## src/rtl/cdb_arbiter.sv

```systemverilog
// Common data bus arbiter: one holding register per functional unit, a single registered CDB broadcast per cycle.
// Define CDB_ARBITER_RR_EN for round-robin arbitration; the default build uses fixed priority (lowest index wins).
module cdb_arbiter #(
    parameter int DATA_WIDTH = 32,
    parameter int ADDR_WIDTH = 32,
    parameter int TAG_WIDTH  = 6,
    parameter int NUM_SRC    = 4
) (
    input  logic                                clk,
    input  logic                                rst,
    input  logic                                i_flush,
    input  logic [NUM_SRC-1:0]                  i_fu_valid,
    output logic [NUM_SRC-1:0]                  o_fu_ready,
    input  logic [NUM_SRC-1:0][DATA_WIDTH-1:0]  i_fu_data,
    input  logic [NUM_SRC-1:0][ADDR_WIDTH-1:0]  i_fu_addr,
    input  logic [NUM_SRC-1:0]                  i_fu_redirect,
    input  logic [NUM_SRC-1:0][TAG_WIDTH-1:0]   i_fu_tag,
    output logic                                o_cdb_en,
    output logic [DATA_WIDTH-1:0]               o_cdb_data,
    output logic [ADDR_WIDTH-1:0]               o_cdb_addr,
    output logic                                o_cdb_redirect,
    output logic [TAG_WIDTH-1:0]                o_cdb_tag
);

    localparam int IDX_W = $clog2(NUM_SRC);

    logic [NUM_SRC-1:0]    hv_q, hv_d;
    logic [DATA_WIDTH-1:0] holdData_q [NUM_SRC];
    logic [DATA_WIDTH-1:0] holdData_d [NUM_SRC];
    logic [ADDR_WIDTH-1:0] holdAddr_q [NUM_SRC];
    logic [ADDR_WIDTH-1:0] holdAddr_d [NUM_SRC];
    logic [TAG_WIDTH-1:0]  holdTag_q  [NUM_SRC];
    logic [TAG_WIDTH-1:0]  holdTag_d  [NUM_SRC];
    logic [NUM_SRC-1:0]    holdRedir_q, holdRedir_d;

    logic                  cdbEn_q, cdbEn_d;
    logic [DATA_WIDTH-1:0] cdbData_q, cdbData_d;
    logic [ADDR_WIDTH-1:0] cdbAddr_q, cdbAddr_d;
    logic                  cdbRedir_q, cdbRedir_d;
    logic [TAG_WIDTH-1:0]  cdbTag_q, cdbTag_d;

    logic [NUM_SRC-1:0]    gnt;
    logic [IDX_W-1:0]      gntIdx;
    logic                  gntAny;
    logic [NUM_SRC-1:0]    xfer;

    // A source may refill in the same cycle its held result is granted, so the stage never bubbles.
    assign o_fu_ready = {NUM_SRC{~rst & ~i_flush}} & (~hv_q | gnt);
    assign xfer       = i_fu_valid & o_fu_ready;

`ifdef CDB_ARBITER_RR_EN
    logic [IDX_W-1:0] ptr_q, ptr_d;
    logic [IDX_W:0]   candSum;
    logic [IDX_W-1:0] cand;

    // Walk the holding registers starting at the pointer, wrapping modulo NUM_SRC.
    always_comb begin
        gnt     = '0;
        gntIdx  = '0;
        gntAny  = 1'b0;
        candSum = '0;
        cand    = '0;
        for (int k = 0; k < NUM_SRC; k++) begin
            candSum = {1'b0, ptr_q} + (IDX_W+1)'(k);
            if (candSum >= (IDX_W+1)'(NUM_SRC)) begin
                candSum = candSum - (IDX_W+1)'(NUM_SRC);
            end
            cand = candSum[IDX_W-1:0];
            if (!gntAny && hv_q[cand]) begin
                gnt[cand] = 1'b1;
                gntIdx    = cand;
                gntAny    = 1'b1;
            end
        end
    end
`else
    always_comb begin
        gnt    = '0;
        gntIdx = '0;
        gntAny = 1'b0;
        for (int k = 0; k < NUM_SRC; k++) begin
            if (!gntAny && hv_q[k]) begin
                gnt[k] = 1'b1;
                gntIdx = IDX_W'(k);
                gntAny = 1'b1;
            end
        end
    end
`endif

    // Flush wins over grants and transfers; reset is applied in the register process.
    always_comb begin
        hv_d        = hv_q;
        holdData_d  = holdData_q;
        holdAddr_d  = holdAddr_q;
        holdTag_d   = holdTag_q;
        holdRedir_d = holdRedir_q;
        cdbEn_d     = 1'b0;
        cdbData_d   = cdbData_q;
        cdbAddr_d   = cdbAddr_q;
        cdbRedir_d  = cdbRedir_q;
        cdbTag_d    = cdbTag_q;
`ifdef CDB_ARBITER_RR_EN
        ptr_d       = ptr_q;
`endif
        if (i_flush) begin
            hv_d = '0;
        end else begin
            if (gntAny) begin
                cdbEn_d    = 1'b1;
                cdbData_d  = holdData_q[gntIdx];
                cdbAddr_d  = holdAddr_q[gntIdx];
                cdbRedir_d = holdRedir_q[gntIdx];
                cdbTag_d   = holdTag_q[gntIdx];
`ifdef CDB_ARBITER_RR_EN
                ptr_d      = (gntIdx == IDX_W'(NUM_SRC - 1)) ? '0 : gntIdx + 1'b1;
`endif
            end
            for (int i = 0; i < NUM_SRC; i++) begin
                if (xfer[i]) begin
                    hv_d[i]        = 1'b1;
                    holdData_d[i]  = i_fu_data[i];
                    holdAddr_d[i]  = i_fu_addr[i];
                    holdRedir_d[i] = i_fu_redirect[i];
                    holdTag_d[i]   = i_fu_tag[i];
                end else if (gnt[i]) begin
                    hv_d[i] = 1'b0;
                end
            end
        end
    end

    always_ff @(posedge clk) begin
        if (rst) begin
            hv_q       <= '0;
            cdbEn_q    <= 1'b0;
            cdbData_q  <= '0;
            cdbAddr_q  <= '0;
            cdbRedir_q <= 1'b0;
            cdbTag_q   <= '0;
`ifdef CDB_ARBITER_RR_EN
            ptr_q      <= '0;
`endif
        end else begin
            hv_q       <= hv_d;
            cdbEn_q    <= cdbEn_d;
            cdbData_q  <= cdbData_d;
            cdbAddr_q  <= cdbAddr_d;
            cdbRedir_q <= cdbRedir_d;
            cdbTag_q   <= cdbTag_d;
`ifdef CDB_ARBITER_RR_EN
            ptr_q      <= ptr_d;
`endif
        end
    end

    // Payload storage is qualified by hv_q, so it needs no reset.
    always_ff @(posedge clk) begin
        holdData_q  <= holdData_d;
        holdAddr_q  <= holdAddr_d;
        holdTag_q   <= holdTag_d;
        holdRedir_q <= holdRedir_d;
    end

    assign o_cdb_en       = cdbEn_q;
    assign o_cdb_data     = cdbData_q;
    assign o_cdb_addr     = cdbAddr_q;
    assign o_cdb_redirect = cdbRedir_q;
    assign o_cdb_tag      = cdbTag_q;

endmodule

```

## config.mk

```make
export PLATFORM = sky130hd
export DESIGN_NAME = cdb_arbiter
export DESIGN_NICKNAME = d
export VERILOG_FILES = /design/src/rtl/cdb_arbiter.sv
export SDC_FILE = /design/constraint.sdc
export NUM_CORES = 1
export LEC_CHECK = 0
export ABC_CLOCK_PERIOD_IN_PS = 4100
export BUFFER_PORTS_ARGS = -buffer_cell sky130_fd_sc_hd__buf_4
export CORE_MARGIN = 3
export CORE_UTILIZATION = 53
export DETAILED_ROUTE_END_ITERATION = 12
export PLACE_DENSITY = 0.8
export SLEW_MARGIN = 20
export SYNTH_ARGS = -nofsm -noshare
export SYNTH_HDL_FRONTEND = slang
export SYNTH_SLANG_ARGS = --single-unit
export TNS_END_PERCENT = 5
```

## constraint.sdc

```tcl
create_clock -name clk -period 4.1 [get_ports clk]
set_input_delay 0.41 -clock clk [delete_from_list [all_inputs] [get_ports clk]]
set_output_delay 0.41 -clock clk [all_outputs]
set_load 0.005 [all_outputs]
```

==> load_flow_metrics.sql, run 1 <==
INSERT INTO impl_metrics (metric_group, metric, value, unit) VALUES
('logic_synthesis', 'yosys.area_share.xor_xnor', '0', ''),
('grt', 'grt-ovfl-total', '0', ''),
('cts', 'clock_sinks', '360', ''),
('power_and_ir_drop', 'cellLeakagePower', '0.007096', 'uW'),
('logic_synthesis', 'synth_cell_area', '0.01394', 'mm^2'),
('sta', 'worst_clock_skew', '0.007590', 'ns'),
('cts', 'clock_tree.htree_level_count', '2', ''),
('sta', 'timing_max_transition_violations_final', '0', ''),
('logic_synthesis', 'synth.top_cell.area_share', '0.6120', ''),
('logic_synthesis', 'yosys.cell_types.count', '29', ''),
('setup_path', 'type_of_element_launching_the_critical_path', 'register', ''),
('detailed_routing', 'detail_route.drc_violations', '0', ''),
('logic_synthesis', 'synth_area_leaders', 'sky130_fd_sc_hd__edfxtp_1 (61%), sky130_fd_sc_hd__dfxtp_1 (11%), sky130_fd_sc_hd__a21o_1 (3.6%)', ''),
('cts', 'cts.hold.buffers_added', '0', ''),
('placement', 'dp_hpwl', '24350', 'um'),
('logic_synthesis', 'synthAdderAreaFrac', '0', ''),
('cts', 'post_cts_resize_count', '0', ''),
('grt', 'grt_antenna_before_repair', '5', ''),
('detailed_routing', 'finalWirelength', '38730', 'um'),
('floorplan', 'floorplan.die_area', '0.02828', 'mm^2'),
('logic_synthesis', 'synth-edff-count', '284', ''),
('floorplan', 'die_height', '168.2', 'um'),
('setup_path', 'crit_path_top_delay_cell', 'sky130_fd_sc_hd__dfxtp_4', ''),
('detailed_routing', 'num_vias', '9810', ''),
('grt', 'grt_start_max_net_pins', '90', ''),
('sta', 'setup_tns', '0', 'ns'),
('cts', 'cts_buffer_depth', '3', ''),
('floorplan', 'ios', '367', ''),
('cts', 'root_buffer', 'sky130_fd_sc_hd__clkbuf_16', ''),
('logic_synthesis', 'syn-instance-count', '966', ''),
('sta', 'setup_viol', '0', ''),
('floorplan', 'chipWidth', '168.2', 'um'),
('logic_synthesis', 'dominantRegCellSynth', 'sky130_fd_sc_hd__edfxtp_1', ''),
('logic_synthesis', 'synth_top_family_by_area', 'compound AO/OA/AOI/OAI gates', ''),
('placement', 'routabilityCongestion', '0.8588', ''),
('logic_synthesis', 'synth_sequential_area_ratio', '0.7211', ''),
('detailed_routing', 'initialDrtViolationCount', '1217', ''),
('detailed_routing', 'detail_route.first_pass.iterations', '5', ''),
('final_layout', 'final_nets', '1585', ''),
('sta', 'max_clock_freq', '358.8', 'MHz'),
('power_and_ir_drop', 'ir_worst_vdd', '0.4172', 'mV'),
('detailed_routing', 'detail-route-antenna-nets', '0', ''),
('logic_synthesis', 'synth_compound_area_frac', '0.1714', ''),
('floorplan', 'floorplan.rows', '58', ''),
('sta', 'timing.slew.headroom', '0.2799', ''),
('cts', 'tritoncts', 'done', ''),
('detailed_routing', 'viasPerCell', '5.913', ''),
('logic_synthesis', 'synth.largest_area_cell', 'sky130_fd_sc_hd__edfxtp_1', ''),
('setup_path', 'crit_type', 'reg -> out', ''),
('logic_synthesis', 'postSynth.asyncResetShare', '0', ''),
('cts', 'post_cts.repair.setup_buffers', '0', ''),
('cts', 'clock_latency', '0.51', 'ns'),
('sta', 'timing_hold_violations_final', '0', ''),
('placement', 'placed_cell_areas', '0.01684', 'mm^2'),
('power_and_ir_drop', 'cellPowerDensity', '459.9', 'mW/mm^2'),
('setup_path', 'crit_top_cell', 'sky130_fd_sc_hd__buf_4', ''),
('cts', 'clkSlewWorstSetupHoldPaths', '0.06', 'ns'),
('setup_path', 'setup.worst_path.end_class', 'output port', ''),
('grt', 'grt_first_pass_wirelength', '57970', 'um'),
('logic_synthesis', 'synth-simple-area-share', '0.08009', ''),
('run_status', 'status', 'completed', ''),
('setup_path', 'critical_path.cell_chain', 'buf_4 -> a21oi_1 -> buf_4', ''),
('flow_run', 'number_of_maximum_capacitance_constraint_violations', '0', ''),
('logic_synthesis', 'synth.avg_cell_area', '14.43', 'um^2'),
('grt', 'grt_use_total', '0.2647', ''),
('final_layout', 'final_std_cell_area_no_fill', '0.01813', 'mm^2'),
('min_path', 'worstHoldPathType', 'in -> reg', ''),
('final_layout', 'filler_cell_count', '1704', ''),
('logic_synthesis', 'synth_fp_nets', '1257', ''),
('grt', 'grt_pass1_vias', '10020', ''),
('floorplan', 'initial_core_util', '0.5456', '');
==> final timing paths <==
path	slack, ns	from	cells after the start	endpoint
worst min register to register	0.47	o_cdb_addr[9]	1	o_cdb_addr[9]
worst max register to register	1.44	hv_q[1]	4	o_cdb_data[6]
worst min-delay path	0.07	i_fu_data[22]	1	holdData_q[118]
worst max-delay path	1.31	hv_q[2]	3	o_fu_ready[2]
==> flip-flops by register name (all words and copies together) (netlist names) <==
name	count
hv_q	4
holdTag_q	24
o_cdb_redirect	1
holdRedir_q	4
o_cdb_addr	32
holdData_q	128
holdAddr_q	128
o_cdb_tag	6
o_cdb_en	1
o_cdb_data	32
==> metal layers <==
metal | share of wire | wire [um] | global-route usage
met5 | 0 | 0 | 0
met4 | 0.058 | 2254 | 0.1512
met3 | 0.082 | 3181 | 0.04837
met2 | 0.48 | 18740 | 0.4240
met1 | 0.38 | 14560 | 0.3424
==> worst max-delay path, delay by kind of cell (launching register included) <==
kind                   cells  cell delay (ns)
DFF                        1             0.87
AOI/OAI and AO/OA          1             0.17
buffers and inverters      2             0.81
==> through the flow <==
step	hold WS [ns]	setup WS [ns]	total power [uW]	instances	util
after global routing	0.05325	1.091	8608	1659	0.7098
final	0.07394	1.313	8339	1659	0.7098
after CTS	0.05707	1.260	8373	1653	0.7082
after floorplan	0.4656	0.6883	4563	966	-
after global placement	0.4491	1.265	4984	1583	0.6591
after detailed placement	0.4595	1.464	5004	1583	0.6591
==> kinds of logic (layout without fill, tap and decap cells) <==
logic type	after synthesis	count (layout)
DFF	360	360
AOI/OAI and AO/OA	323	323
and+or+nand+nor	193	193
buffers and inverters	90	448
other	0	5
==> power by group <==
part	switching [uW]	internal [uW]
clock	1340	2070
sequential	83.9	4110
combinational	361	383
==> placed cells by master (no fill, tap or decap), types with 4 or more instances in the layout <==
cell type                   count
sky130_fd_sc_hd__nor3b_1       38
sky130_fd_sc_hd__clkinv_1       7
sky130_fd_sc_hd__clkbuf_16     41
sky130_fd_sc_hd__a311oi_1      33
sky130_fd_sc_hd__nor2b_1       38
sky130_fd_sc_hd__a21oi_1       70
sky130_fd_sc_hd__clkbuf_1      10
sky130_fd_sc_hd__buf_4        375
sky130_fd_sc_hd__a32o_1        38
sky130_fd_sc_hd__nand3b_1      33
sky130_fd_sc_hd__dfxtp_1       72
sky130_fd_sc_hd__and2_4         4
sky130_fd_sc_hd__o21bai_1      38
sky130_fd_sc_hd__o211a_1       38
sky130_fd_sc_hd__edfxtp_1     284
sky130_fd_sc_hd__o21ai_0       35
sky130_fd_sc_hd__nand2_1       66
sky130_fd_sc_hd__diode_2        5
sky130_fd_sc_hd__clkinv_2       8
sky130_fd_sc_hd__nor2_1         5
sky130_fd_sc_hd__a21o_1        66
==> area by class of cell <==
| cell class | count | area, um^2 | area share |
|---|---|---|---|
| inverters | 2 | 7.507 | 0.0004141 |
| multi-input cells | 516 | 3542 | 0.1954 |
| repair buffers | 376 | 2843 | 0.1568 |
| flip-flops and latches | 360 | 10060 | 0.5548 |
| diodes | 5 | 12.51 | 0.0006901 |
| well taps | 330 | 412.9 | 0.02277 |
| clock inverters | 16 | 148.9 | 0.008212 |
| clock buffers | 54 | 1105 | 0.06093 |
==> cell usage after synthesis, types with 20 or more instances <==
library cell,number
sky130_fd_sc_hd__edfxtp_1,284
sky130_fd_sc_hd__dfxtp_1,76
sky130_fd_sc_hd__a21oi_1,70
sky130_fd_sc_hd__a21o_1,66
sky130_fd_sc_hd__nand2_1,66
sky130_fd_sc_hd__clkbuf_1,64
sky130_fd_sc_hd__a32o_1,38
sky130_fd_sc_hd__nor2b_1,38
sky130_fd_sc_hd__nor3b_1,38
sky130_fd_sc_hd__o211a_1,38
sky130_fd_sc_hd__o21bai_1,38
sky130_fd_sc_hd__o21ai_0,35
sky130_fd_sc_hd__a311oi_1,33
sky130_fd_sc_hd__nand3b_1,33
sky130_fd_sc_hd__buf_2,20
Power figures use the tool's default switching activity.
==> run 2: changes to the inputs <==
--- a/config.mk
+++ b/config.mk
@@ -5,7 +5,7 @@
 export SDC_FILE = /design/constraint.sdc
 export NUM_CORES = 1
 export LEC_CHECK = 0
-export ABC_CLOCK_PERIOD_IN_PS = 4100
+export ABC_CLOCK_PERIOD_IN_PS = 2800
 export BUFFER_PORTS_ARGS = -buffer_cell sky130_fd_sc_hd__buf_4
 export CORE_MARGIN = 3
 export CORE_UTILIZATION = 53
==> constraint.sdc (replaced) <==
create_clock -name clk -period 2.8 [get_ports clk]
set_input_delay 0.28 -clock clk [delete_from_list [all_inputs] [get_ports clk]]
set_output_delay 0.28 -clock clk [all_outputs]
set_load 0.005 [all_outputs]
==> run 2 against run 1 <==
Net effect:
- combinational power up 110%
- clock skew up 0.020 ns
- power up 54%
==> load_flow_metrics.sql, run 2 (synthesis gave the netlist of run 1 again) <==
INSERT INTO impl_metrics (metric_group, metric, value, unit) VALUES
('final_layout', 'final_cell_count_no_fill', '1961', ''),
('detailed_routing', 'detail_route.first_pass.iterations', '5', ''),
('detailed_routing', 'finalWirelength', '50320', 'um'),
('floorplan', 'floorplan.rows', '58', ''),
('grt', 'grt_first_pass_wirelength', '73680', 'um'),
('grt', 'grt_antenna_before_repair', '6', ''),
('sta', 'finalWorstPathRequiredPeriod', '2.340', 'ns'),
('setup_path', 'critical_path_required', '3.21', 'ns'),
('setup_path', 'crit_path_top_delay_cell', 'sky130_fd_sc_hd__dfxtp_4', ''),
('sta', 'timing_hold_violations_final', '0', ''),
('cts', 'cts_buffers', '38', ''),
('sta', 'worst_clock_skew', '0.02768', 'ns'),
('grt', 'grt_start_max_net_pins', '76', ''),
('placement', 'place.detailed.instances', '1598', ''),
('setup_path', 'critical_path.cell_chain', 'or4_4 -> buf_4 -> a21oi_1 -> a311oi_1', ''),
('min_path', 'worstHoldPathType', 'in -> reg', ''),
('flow_run', 'number_of_maximum_capacitance_constraint_violations', '0', ''),
('power_and_ir_drop', 'power_switching_share', '0.2312', ''),
('floorplan', 'chipWidth', '168.2', 'um'),
('setup_path', 'critical_path.max_stage_delay', '0.61', 'ns'),
('sta', 'setup_viol', '0', ''),
('power_and_ir_drop', 'combPwrFrac', '0.120', ''),
('sta', 'grt_setup_unrepaired', 'false', ''),
('cts', 'root_buffer', 'sky130_fd_sc_hd__clkbuf_16', ''),
('run_status', 'status', 'completed', ''),
('sta', 'timing.final.crit_share', '0.8356', ''),
('placement', 'routabilityCongestion', '0.8307', ''),
('power_and_ir_drop', 'sequentialPowerShare', '0.477', ''),
('power_and_ir_drop', 'ir_worst_vdd', '0.5847', 'mV'),
('detailed_routing', 'avgRoutedWirePerCell', '25.66', 'um'),
('final_layout', 'final_nets', '1885', ''),
('detailed_routing', 'viasPerCell', '5.941', ''),
('grt', 'grt-ovfl-total', '0', ''),
('cts', 'clkSlewWorstSetupHoldPaths', '0.06', 'ns'),
('sta', 'timing.slew.headroom', '0.3608', ''),
('setup_path', 'worst_ep_arrival_time', '2.75', 'ns'),
('sta', 'timing_max_transition_violations_final', '0', ''),
('placement', 'numPortBuffers', '366', ''),
('floorplan', 'core_region_area', '0.02554', 'mm^2'),
('setup_path', 'setup.worst_path.end_class', 'register', ''),
('detailed_routing', 'detail-route-antenna-nets', '0', ''),
('final_layout', 'biggestRegsByFlops', 'holdAddr_q: 128 flops, holdData_q: 128 flops', ''),
('grt', 'grt_use_total', '0.3455', ''),
('final_layout', 'areaGrowthSynthToFinish', '51.82', '%'),
('power_and_ir_drop', 'cellLeakagePower', '0.008363', 'uW'),
('final_layout', 'drive_above_1_share', '0.2851', ''),
('sta', 'worst_hold_slack', '0.01505', 'ns'),
('floorplan', 'ios', '367', ''),
('cts', 'tritoncts', 'done', ''),
('detailed_routing', 'initialDrtViolationCount', '1323', ''),
('power_and_ir_drop', 'cellPowerDensity', '607.5', 'mW/mm^2'),
('setup_path', 'crit_type', 'reg -> reg', ''),
('power_and_ir_drop', 'switching_power', '2971', 'uW'),
('cts', 'clock_latency', '0.54', 'ns'),
('power_and_ir_drop', 'clock_power_share', '0.403', ''),
('floorplan', 'initial_core_util', '0.5456', ''),
('cts', 'cts_buffer_depth', '3', ''),
('power_and_ir_drop', 'p_int', '9881', 'uW'),
('cts', 'clock_tree.htree_level_count', '2', ''),
('final_layout', 'layout_common_cells', 'sky130_fd_sc_hd__buf_4 (385), sky130_fd_sc_hd__dlygate4sd3_1 (286), sky130_fd_sc_hd__edfxtp_1 (284), sky130_fd_sc_hd__dfxtp_1 (72), sky130_fd_sc_hd__a21oi_1 (70)', ''),
('sta', 'max_clock_freq', '427.4', 'MHz'),
('setup_path', 'type_of_element_launching_the_critical_path', 'register', ''),
('floorplan', 'die_height', '168.2', 'um'),
('floorplan', 'floorplan.die_area', '0.02828', 'mm^2'),
('placement', 'pre_cts_ws', '0.6327', 'ns'),
('grt', 'grt_pass1_vias', '12390', ''),
('placement', 'dp_hpwl', '25900', 'um'),
('detailed_routing', 'num_vias', '11650', ''),
('final_layout', 'final_common_cell', 'sky130_fd_sc_hd__buf_4', ''),
('detailed_routing', 'detail_route.drc_violations', '0', ''),
('setup_path', 'critical_path_peak_fanout', '38', ''),
('cts', 'post_cts_resize_count', '0', ''),
('sta', 'setup_ws', '0.4603', 'ns'),
('sta', 'tightestPinTransition', '0.9588', 'ns'),
('cts', 'clock_sinks', '360', '');
run 2: cell type report:
type | count | area (um^2)
Antenna cell | 7 | 17.52
Clock buffer | 46 | 1001
Clock inverter | 24 | 265.3
Fill cell | 1284 | 4387
Inverter | 2 | 7.507
Multi-Input combinational cell | 516 | 3541
Sequential cell | 360 | 10060
Tap cell | 330 | 412.9
Timing Repair Buffer | 676 | 5853
run 2: per-stage QoR:
step / cell area [um^2] / util / power [uW] / TNS, ns
2_1_floorplan: 13940 / - / 6680 / -89.70
3_3_place_gp: 17010 / 0.6659 / 7315 / 0
3_5_place_dp: 17010 / 0.6659 / 7352 / 0
4_1_cts: 21140 / 0.8276 / 12700 / 0
5_1_grt: 21160 / 0.8283 / 13180 / 0
6_report: 21160 / 0.8283 / 12850 / 0
run 2: worst paths after layout:
check	startpoint	end	slack (ns)	cells past startpoint
max	hv_q[0]	o_cdb_data[24]	0.46	4
min reg2reg	o_cdb_addr[25]	o_cdb_addr[25]	0.47	1
max reg2reg	hv_q[0]	o_cdb_data[24]	0.46	4
min	i_fu_valid[1]	hv_q[1]	0.02	3
run 2: layer usage:
metal | global-route usage | vias up | wire (um)
met1 | 0.4008 | 5553 | 16930
met4 | 0.2102 | 0 | 3443
met5 | 0 | - | 0
li1 | - | 4985 | -
met2 | 0.6002 | 893 | 25700
met3 | 0.05940 | 219 | 4250
run 2: timing repair:
action                    CTS  global route
hold buffers              286             0
setup buffers               0             0
hold endpoints to repair  286             0
run 2: critical path: cells and delay by family (launching register included):
kind,cells,cell delay [ns]
AO/OA/AOI/OAI,2,0.51
buffers and inverters,1,0.54
flip-flops,1,0.61
AND/OR/NAND/NOR,1,0.54
run 2: power by group through the flow:
stage          combinational [uW]  sequential [uW]  clock [uW]
2_1_floorplan                 480             6200           0
3_3_place_gp                 1100             6220           0
3_5_place_dp                 1130             6220           0
4_1_cts                      1470             6110        5120
5_1_grt                      1610             6140        5430
6_report                     1540             6130        5180
==> run 3: changes to the inputs <==
--- a/config.mk
+++ b/config.mk
@@ -5,12 +5,12 @@
 export SDC_FILE = /design/constraint.sdc
 export NUM_CORES = 1
 export LEC_CHECK = 0
-export ABC_CLOCK_PERIOD_IN_PS = 2800
+export ABC_CLOCK_PERIOD_IN_PS = 2000
 export BUFFER_PORTS_ARGS = -buffer_cell sky130_fd_sc_hd__buf_4
 export CORE_MARGIN = 3
-export CORE_UTILIZATION = 53
+export CORE_UTILIZATION = 48
 export DETAILED_ROUTE_END_ITERATION = 12
-export PLACE_DENSITY = 0.8
+export PLACE_DENSITY = 0.77
 export SLEW_MARGIN = 20
 export SYNTH_ARGS = -nofsm -noshare
 export SYNTH_HDL_FRONTEND = slang
==> constraint.sdc (replaced) <==
create_clock -name clk -period 2 [get_ports clk]
set_input_delay 0.2 -clock clk [delete_from_list [all_inputs] [get_ports clk]]
set_output_delay 0.2 -clock clk [all_outputs]
set_load 0.005 [all_outputs]
==> run 3 against run 2 <==
Net effect:
- core utilization is 6.9 points lower
- worst setup slack lost 0.41 ns
- final cell count up 3.1%
- die area up 10%
- global-route usage decreased by 4.7 points
- clock-buffer cell count grew 14
- critical path type unchanged
- largest cell class unchanged
==> load_flow_metrics.sql, run 3 (synthesis gave the netlist of run 1 again) <==
INSERT INTO impl_metrics (metric_group, metric, value, unit) VALUES
('floorplan', 'ios', '367', ''),
('final_layout', 'areaGrowthSynthToFinish', '53.49', '%'),
('detailed_routing', 'wirelength_met1', '17130', 'um'),
('min_path', 'worstHoldPathType', 'in -> reg', ''),
('setup_path', 'r2r-end', 'o_cdb_data[12]', ''),
('floorplan', 'initial_core_util', '0.4948', ''),
('detailed_routing', 'num_vias', '11400', ''),
('sta', 'timing_max_transition_violations_final', '0', ''),
('detailed_routing', 'finalWirelength', '48050', 'um'),
('setup_path', 'critical_path.max_stage_delay', '0.38', 'ns'),
('detailed_routing', 'detail_route.drc_violations', '0', ''),
('sta', 'timing_hold_violations_final', '0', ''),
('power_and_ir_drop', 'cellPowerDensity', '826.4', 'mW/mm^2'),
('flow_run', 'number_of_maximum_capacitance_constraint_violations', '0', ''),
('placement', 'numPortBuffers', '366', ''),
('sta', 'timing.slew.headroom', '0.6070', ''),
('cts', 'cts_buffer_depth', '3', ''),
('grt', 'grt_first_pass_wirelength', '70970', 'um'),
('grt', 'grt-ovfl-total', '0', ''),
('sta', 'tightestPinTransition', '0.5895', 'ns'),
('detailed_routing', 'wl_met3', '3040', 'um'),
('floorplan', 'die_height', '176.4', 'um'),
('detailed_routing', 'detail-route-antenna-nets', '0', ''),
('floorplan', 'floorplan.rows', '61', ''),
('setup_path', 'cp_num_cells', '5', ''),
('cts', 'clock_sinks', '360', ''),
('cts', 'clkSlewWorstSetupHoldPaths', '0.06', 'ns'),
('cts', 'tritoncts', 'done', ''),
('final_layout', 'final_common_cell', 'sky130_fd_sc_hd__buf_4', ''),
('placement', 'routabilityCongestion', '0.8152', ''),
('detailed_routing', 'detail_route.first_pass.iterations', '7', ''),
('setup_path', 'crit_type', 'reg -> reg', ''),
('final_layout', 'drive_above_1_share', '0.2877', ''),
('floorplan', 'core_region_area', '0.02816', 'mm^2'),
('final_layout', 'biggestRegsByFlops', 'holdAddr_q: 128 flops, holdData_q: 128 flops', ''),
('detailed_routing', 'top_signal_layer_used', 'met4', ''),
('final_layout', 'layout_common_cells', 'sky130_fd_sc_hd__buf_4 (385), sky130_fd_sc_hd__dlygate4sd3_1 (288), sky130_fd_sc_hd__edfxtp_1 (284), sky130_fd_sc_hd__dfxtp_1 (72), sky130_fd_sc_hd__a21oi_1 (69)', ''),
('power_and_ir_drop', 'cellLeakagePower', '0.008442', 'uW'),
('setup_path', 'critical_path_peak_fanout', '33', ''),
('min_path', 'worst_hold_path.endpoint', 'hv_q[3]', ''),
('detailed_routing', 'viasPerCell', '5.637', ''),
('final_layout', 'final_nets', '1898', ''),
('cts', 'clock_tree.htree_level_count', '2', ''),
('setup_path', 'crit_path_top_delay_cell', 'sky130_fd_sc_hd__or3_1', ''),
('detailed_routing', 'wl_met2', '25040', 'um'),
('setup_path', 'r2r-start', 'hv_q[2]', ''),
('setup_path', 'setup.worst_path.end_class', 'register', ''),
('final_layout', 'postLayoutCoreUtil', '0.7595', ''),
('setup_path', 'critical_path_required', '2.39', 'ns'),
('sta', 'max_clock_freq', '513.1', 'MHz'),
('min_path', 'hold_path_origin', 'i_flush', ''),
('min_path', 'holdPathStages', '3', ''),
('setup_path', 'slack_of_the_worst_reg_to_reg_path', '0.05', 'ns'),
('sta', 'setup_viol', '0', ''),
('cts', 'post_cts.repair.setup_buffers', '0', ''),
('setup_path', 'worst_ep_arrival_time', '2.34', 'ns'),
('cts', 'clock_latency', '0.52', 'ns'),
('grt', 'grt_pass1_vias', '12160', ''),
('setup_path', 'critical_path.cell_chain', 'buf_4 -> or3_1 -> buf_4 -> a21o_1 -> a311oi_1', ''),
('cts', 'cts_buffers', '39', ''),
('sta', 'worst_clock_skew', '0.01939', 'ns'),
('setup_path', 'type_of_element_launching_the_critical_path', 'register', ''),
('power_and_ir_drop', 'ir_worst_vdd', '0.7793', 'mV'),
('sta', 'finalWorstPathRequiredPeriod', '1.949', 'ns'),
('grt', 'grt_start_max_net_pins', '60', ''),
('sta', 'grt_setup_unrepaired', 'false', ''),
('placement', 'dp_hpwl', '26090', 'um'),
('grt', 'grt_use_total', '0.2985', ''),
('detailed_routing', 'initialDrtViolationCount', '1065', ''),
('setup_path', 'worstRegToRegCells', '5', ''),
('floorplan', 'floorplan.die_area', '0.03111', 'mm^2'),
('run_status', 'status', 'completed', ''),
('setup_path', 'cpLargestDelayFamily', 'compound AO/OA/AOI/OAI gates', ''),
('setup_path', 'crit_top_cell', 'sky130_fd_sc_hd__buf_4', ''),
('setup_path', 'worstPathBufferInverterCount', '2', ''),
('floorplan', 'chipWidth', '176.4', 'um'),
('cts', 'root_buffer', 'sky130_fd_sc_hd__clkbuf_16', ''),
('detailed_routing', 'avgRoutedWirePerCell', '23.76', 'um'),
('sta', 'timing.final.crit_share', '0.9744', ''),
('grt', 'grt_antenna_before_repair', '7', ''),
('power_and_ir_drop', 'fin_total_pwr', '17680', 'uW');
## run 3: routing by layer
metal	vias to the layer above	GRT usage
li1	5013	-
met2	668	0.5287
met1	5533	0.3431
met4	0	0.1656
met5	-	0
met3	184	0.05204
## run 3: tightest hold or removal path: stages
cell,delay [ns]
sky130_fd_sc_hd__buf_4,0.09
sky130_fd_sc_hd__or2_2,0.22
sky130_fd_sc_hd__nor2_1,0.07
## run 3: worst max path at each step
stage	from	endpoint	slack (ns)
5_1_grt	hv_q[1]	o_fu_ready[3]	0.02
2_1_floorplan	i_flush	holdAddr_q[100]	-0.09
3_5_place_dp	hv_q[3]	o_cdb_data[30]	0.03
4_1_cts	hv_q[3]	o_cdb_data[30]	0.007
6_report	hv_q[2]	o_cdb_data[12]	0.05
3_3_place_gp	hv_q[2]	o_cdb_data[28]	0.12
## run 3: stage by stage
step	hold WS [ns]	instance area, um^2	worst slack [ns]	cells	setup TNS (ns)
floorplan	0.2989	13980	-0.08848	966	-14.25
detailed placement	0.3793	17250	0.03387	1656	0
global route	0.09458	21390	0.02382	2022	0
finish	0.1038	21390	0.05116	2022	0
global placement	0.3785	17250	0.1187	1656	0
CTS	0.07775	21350	0.006881	2015	0
## run 3: repair_timing
item	CTS	global route
setup endpoints to repair	0	26
endpoints found under the hold margin	288	0
hold buffers	288	0
resized for setup	0	8
## run 3: layout make-up
type	count	area (um^2)
Timing Repair Buffer	688	6051
Antenna cell	7	17.52
Clock buffer	60	1126
Clock inverter	11	93.84
Fill cell	1591	6773
Inverter	2	7.507
Sequential cell	360	10060
Tap cell	378	473.0
Multi-Input combinational cell	516	3562
## run 3: power by group
| part | total, uW | internal (uW) | switching [uW] | leakage [uW] |
|---|---|---|---|---|
| clock network | 6950 | 4020 | 2920 | 0.000593 |
| registers | 8550 | 8410 | 139 | 0.00323 |
| logic | 2180 | 1220 | 963 | 0.00462 |
| total | 17700 | 13700 | 4030 | 0.00844 |
